[src/rtl/alu_pkg.sv]
// Shared ALU definitions: subtract-unit FSM encodings and flag bit positions
// used by both the flag producer and the compare logic.
package alu_pkg;

    typedef enum logic [1:0] {
        IDLE = 2'b00,
        RUN  = 2'b01,
        DONE = 2'b10
    } state_t;

    localparam int FLAG_Z = 0;
    localparam int FLAG_V = 1;
    localparam int FLAG_N = 2;
    localparam int FLAG_W = 3;

endpackage

[src/rtl/chunk_sub.sv]
// One CHUNK-bit slice of A + ~B + cin; combinational.
// Also exposes the carry into the slice MSB so the top can derive signed overflow.
module chunk_sub #(
    parameter int CHUNK = 8
) (
    input  logic [CHUNK-1:0] a,
    input  logic [CHUNK-1:0] nb,
    input  logic             cin,
    output logic [CHUNK-1:0] sum,
    output logic             cout,
    output logic             cmsb
);

    logic [CHUNK:0] full;

    assign full = {1'b0, a} + {1'b0, nb} + {{CHUNK{1'b0}}, cin};
    assign sum  = full[CHUNK-1:0];
    assign cout = full[CHUNK];
    // Carry into the top bit recovered from its sum bit.
    assign cmsb = a[CHUNK-1] ^ nb[CHUNK-1] ^ sum[CHUNK-1];

endmodule

[src/rtl/sub_flag_unit.sv]
// Iterative A - B, one CHUNK slice per cycle LSB first, producing Z/V/N flags.
// Latency N cycles accept-to-valid; result held in DONE until out_ready, flush aborts.
module sub_flag_unit
    import alu_pkg::*;
#(
    parameter int WIDTH = 32,
    parameter int CHUNK = 8
) (
    input  logic             clk,
    input  logic             rst_n,
    input  logic             flush,
    input  logic             in_valid,
    output logic             in_ready,
    input  logic [WIDTH-1:0] A,
    input  logic [WIDTH-1:0] B,
    input  logic             Signed,
    output logic             out_valid,
    input  logic             out_ready,
    output logic [WIDTH-1:0] Diff,
    output logic             Zero,
    output logic             Overflow,
    output logic             Negative
);

    localparam int N  = WIDTH / CHUNK;
    localparam int CW = (N > 1) ? $clog2(N) : 1;
    localparam logic [CW-1:0] LAST = CW'(N - 1);

    state_t              state, state_nxt;
    logic [CW-1:0]       cnt;
    logic [WIDTH-1:0]    a_q, nb_q, diff_q;
    logic                signed_q, carry, zero_acc;
    logic [FLAG_W-1:0]   flags_q;
    logic [CHUNK-1:0]    a_sl, nb_sl, sum;
    logic                cout, cmsb, accept;

    assign a_sl  = a_q[int'(cnt) * CHUNK +: CHUNK];
    assign nb_sl = nb_q[int'(cnt) * CHUNK +: CHUNK];

    chunk_sub #(.CHUNK(CHUNK)) u_slice (
        .a    (a_sl),
        .nb   (nb_sl),
        .cin  (carry),
        .sum  (sum),
        .cout (cout),
        .cmsb (cmsb)
    );

    always_ff @(posedge clk or negedge rst_n) begin
        if (!rst_n) state <= IDLE;
        else        state <= state_nxt;
    end

    always_comb begin
        state_nxt = state;
        in_ready  = (state == IDLE);
        out_valid = (state == DONE);
        accept    = (state == IDLE) && in_valid && !flush;
        if (flush) begin
            state_nxt = IDLE;
        end else begin
            unique case (state)
                IDLE:    if (in_valid)      state_nxt = RUN;
                RUN:     if (cnt == LAST)   state_nxt = DONE;
                DONE:    if (out_ready)     state_nxt = IDLE;
                default:                    state_nxt = IDLE;
            endcase
        end
    end

    // Flush freezes the datapath; the stale result is simply never presented.
    always_ff @(posedge clk or negedge rst_n) begin
        if (!rst_n) begin
            a_q      <= '0;
            nb_q     <= '0;
            diff_q   <= '0;
            signed_q <= 1'b0;
            carry    <= 1'b0;
            zero_acc <= 1'b0;
            cnt      <= '0;
            flags_q  <= '0;
        end else if (!flush) begin
            if (accept) begin
                a_q      <= A;
                nb_q     <= ~B;
                signed_q <= Signed;
                carry    <= 1'b1;
                cnt      <= '0;
                zero_acc <= 1'b1;
            end else if (state == RUN) begin
                diff_q[int'(cnt) * CHUNK +: CHUNK] <= sum;
                carry    <= cout;
                zero_acc <= zero_acc & (sum == '0);
                cnt      <= cnt + CW'(1);
                if (cnt == LAST) begin
                    flags_q[FLAG_Z] <= zero_acc & (sum == '0);
                    flags_q[FLAG_V] <= signed_q & (cmsb ^ cout);
                    flags_q[FLAG_N] <= signed_q ? sum[CHUNK-1] : ~cout;
                end
            end
        end
    end

    assign Diff     = diff_q;
    assign Zero     = flags_q[FLAG_Z];
    assign Overflow = flags_q[FLAG_V];
    assign Negative = flags_q[FLAG_N];

endmodule

[config.mk]
export PLATFORM = sky130hd
export DESIGN_NAME = sub_flag_unit
export DESIGN_NICKNAME = d
export VERILOG_FILES = /design/src/rtl/alu_pkg.sv /design/src/rtl/chunk_sub.sv /design/src/rtl/sub_flag_unit.sv
export SDC_FILE = /design/constraint.sdc
export NUM_CORES = 1
export LEC_CHECK = 0
export ABC_AREA = 1
export CAP_MARGIN = 5
export CORE_ASPECT_RATIO = 0.5
export CORE_MARGIN = 5
export CORE_UTILIZATION = 55
export CTS_BUF_LIST = sky130_fd_sc_hd__clkbuf_8
export CTS_CLUSTER_DIAMETER = 120
export DETAILED_ROUTE_END_ITERATION = 7
export PLACE_DENSITY = 0.94
export SYNTH_ARGS = -nofsm -noshare
export SYNTH_HDL_FRONTEND = slang
export SYNTH_SLANG_ARGS = --single-unit
[constraint.sdc]
create_clock -name clk -period 7.7 [get_ports clk]
set_input_delay 1.155 -clock clk [delete_from_list [all_inputs] [get_ports clk]]
set_output_delay 1.155 -clock clk [all_outputs]
set_load 0.02 [all_outputs]
==> flow_metrics.tcl <==
set metrics [dict create \
    h-tree-depth 3 \
    relSlewSlack_pct 33.8 \
    rr_worst_depth 14 \
    combPwrFrac_pct 56.4 \
    finClkSkew_ns 0.00735 \
    synth_seq_cells 106 \
    root_buffer "clkbuf_8" \
    drtIter0Drc 499 \
    grt_pass1_wl_um 22000 \
    fill_cells 638 \
    area_growth_pct 26.4 \
    rsz0062_at_grt "no" \
    cts_tree "built" \
    timing.fmax_mhz 295 \
    ys_warn_count 0 \
    synth-edff-count 0 \
    report.final.setup_viol 0 \
    final_antenna_net_count 0 \
    cp-end-kind "register" \
    internal_power_uw 1430 \
    grt_start_max_net_pins 99 \
    synth_top_area_share_pct 53.0 \
    ys_types 31 \
    syn_inst 591 \
    gp_congestion 0.874 \
    power.density_mw_per_mm2 436 \
    clk_path_buf_depth 2 \
    arrival_ns 3.73 \
    initial_core_util_pct 56.9 \
    coreArea_sq_mm 0.00880 \
    regArea_sq_mm 0.00265 \
    port_buffers 106 \
    startpoint_type "register" \
    worst-setup-path-type "register to register" \
    power.share.sequential_pct 30.4 \
    rrSetupSlack_ns 4.31 \
    hold_buffers 0 \
    vdd_ir_drop_max_mv 0.243 \
    wl_um 13200 \
    wl_per_cell_um 16.3 \
    diodes 0 \
    syn_area_per_cell_sq_um 8.47 \
    dp_hpwl_um 9490 \
    required_ns 8.04 \
    synthMostInstantiatedCell "nand2_1" \
    async_flop_share_pct 100 \
    post-cts-setup-buffers 0 \
    crit_fanout 21 \
    vias_per_cell 5.61 \
    vias 4530 \
    cp-endpoint "flags_q[0]$_DFFE_PN0P_" \
    grt-ovfl-total 0 \
    insertion_delay_ns 0.39 \
    ios 107 \
    die_area_sq_mm 0.0112 \
    synth_area_sq_mm 0.00501 \
    dp_slack_ns 4.34 \
    drc 0 \
    cts_buffers 9 \
    dr.pass1.iters 5 \
    synth.net_count 676 \
    ys_top_cells_by_area "dfrtp_1 (53%), nand2_1 (14%), o21ai_0 (8.9%)" \
    die_x_um 145 \
    fin_crit_ns 3.39 \
    hold_viol 0 \
    finalCritPeriodShare_pct 44.0 \
    drive_gt1_share_pct 8.25 \
    synth_common_cells "nand2_1 (186), dfrtp_1 (106), o21ai_0 (89), nor2_1 (45), inv_1 (22)" \
    power_switching_uw 1330 \
    fp.dieH_um 77.5 \
    switching_share_pct 48.2 \
    power.leakage_uw 0.00299 \
    startpoint "cnt[1]$_DFFE_PN0P_" \
    grt_usage_pct 24.0 \
    r2r_end "flags_q[0]$_DFFE_PN0P_" \
    seq_area_frac_synth_pct 53.0 \
    first_global_vias 4346 \
    status "completed" \
    fin_nets 771 \
    path_clk_slew_ns 0.11 \
    fin_setup_tns_ns 0 \
    max_slew.worst_pin.slew_ns 0.993 \
    setup_ws_ns 4.31 \
    cts-resized-gates 0 \
    drv_cap 0 \
    clkPwrFrac_pct 13.2 \
    final_max_slew_viol_count 0 \
    r2r-start "cnt[1]$_DFFE_PN0P_" \
    multi_input_area_sq_mm 0.00212 \
    numClockSinks 106 \
    hp-class "register to register" \
    utilization_pct 71.9 \
    yosys.area.top_type "dfrtp_1" \
    synthFlopType "dfrtp_1" \
    antenna_found_initial 0 \
    rows 24 \
]
[per-stage QoR]
stage	std cells	cell area [sq um]	hold slack, ns	total power [uW]
final	808	6330	0.494	2760
after detailed placement	792	6120	0.464	2360
after CTS	808	6330	0.497	2740
after global placement	792	6120	0.462	2290
after floorplan	591	5010	0.444	1880
after global routing	808	6330	0.517	2970
[worst min-delay path by stage]
stage | from | slack, ns | cells after the start | to
5_1_grt | nb_q[27]$_DFFE_PN0P_ | 0.52 | 2 | nb_q[27]$_DFFE_PN0P_
6_report | a_q[14]$_DFFE_PN0P_ | 0.49 | 2 | a_q[14]$_DFFE_PN0P_
3_5_place_dp | a_q[15]$_DFFE_PN0P_ | 0.46 | 2 | a_q[15]$_DFFE_PN0P_
4_1_cts | nb_q[20]$_DFFE_PN0P_ | 0.50 | 2 | nb_q[20]$_DFFE_PN0P_
2_1_floorplan | a_q[16]$_DFFE_PN0P_ | 0.44 | 2 | a_q[16]$_DFFE_PN0P_
3_3_place_gp | a_q[21]$_DFFE_PN0P_ | 0.46 | 2 | a_q[21]$_DFFE_PN0P_
[power groups by stage]
| stage | combinational, uW | clock, uW | sequential (uW) |
|---|---|---|---|
| floorplan | 986 | 0 | 891 |
| CTS | 1530 | 368 | 837 |
| global placement | 1450 | 0 | 840 |
| global route | 1720 | 390 | 858 |
| finish | 1560 | 364 | 839 |
| detailed placement | 1520 | 0 | 845 |
[worst max-delay path: stages (launching register included)]
cell and delay, ns:
dfrtp_1 0.79, inv_1 0.47, o21ai_0 0.19, o22ai_1 0.13, fa_1 0.46, fa_1 0.48, inv_1 0.13, nand3_1 0.10
nor2_2 0.13, nand3_1 0.09, nor2_1 0.09, nand2_1 0.06, nor2_1 0.10, nand3_1 0.08, nand2_1 0.06
[final cells by class]
class,count,share of cell area (%)
tap,117,2.31
clock buffer,9,1.96
clock inverter,7,1.30
inverter,32,1.94
sequential,106,41.9
timing repair buffer,109,17.1
multi-input combinational,428,33.5
[registers in the layout, summed over array words and instances (netlist names)]
register  flops
Diff         32
signed_q      1
nb_q         32
a_q          32
flags_q       3
cnt           2
state         2
carry         1
zero_acc      1
[cell families after synthesis]
family                   synth area share [%]
AND/OR/NAND/NOR                          22.9
AO/OA/AOI/OAI                            15.2
flip-flops                               53.0
buffers and inverters                    4.67
adder cells (fa/ha/maj)                  4.05
XOR/XNOR                                0.175
[routing by layer]
metal	share of wire (%)	global-route usage (%)	vias to the layer above
li1	-	-	2129
met1	43	32.8	2157
met2	46	37.3	211
met3	8.2	6.29	33
met4	2.5	9.02	0
met5	0	0	-
[cells in the final DEF, fill, tap and decap left out]
cell type / synthesis / final
a21oi_1: 5 / 5
a21oi_2: 2 / 2
and2_4: 1 / 1
buf_4: 1 / 4
bufinv_16: 0 / 1
clkbuf_8: 0 / 9
clkdlybuf4s50_1: 0 / 105
clkinv_4: 0 / 2
dfrtp_1: 106 / 106
fa_1: 2 / 2
ha_1: 13 / 13
inv_1: 22 / 22
inv_2: 9 / 9
inv_4: 1 / 1
inv_6: 0 / 4
nand2_1: 186 / 186
nand2_2: 7 / 7
nand2_4: 3 / 3
nand3_1: 15 / 15
nand3_2: 4 / 4
nand3b_1: 1 / 1
nand4_1: 1 / 1
nand4_4: 1 / 1
nor2_1: 45 / 45
nor2_2: 6 / 6
nor3_1: 1 / 1
o21ai_0: 89 / 89
o21ai_1: 19 / 19
o21ai_2: 3 / 3
o21bai_1: 1 / 1
o22ai_1: 16 / 16
o31ai_1: 6 / 6
xnor2_1: 1 / 1
Note: power is estimated with default switching activity, not from simulation.
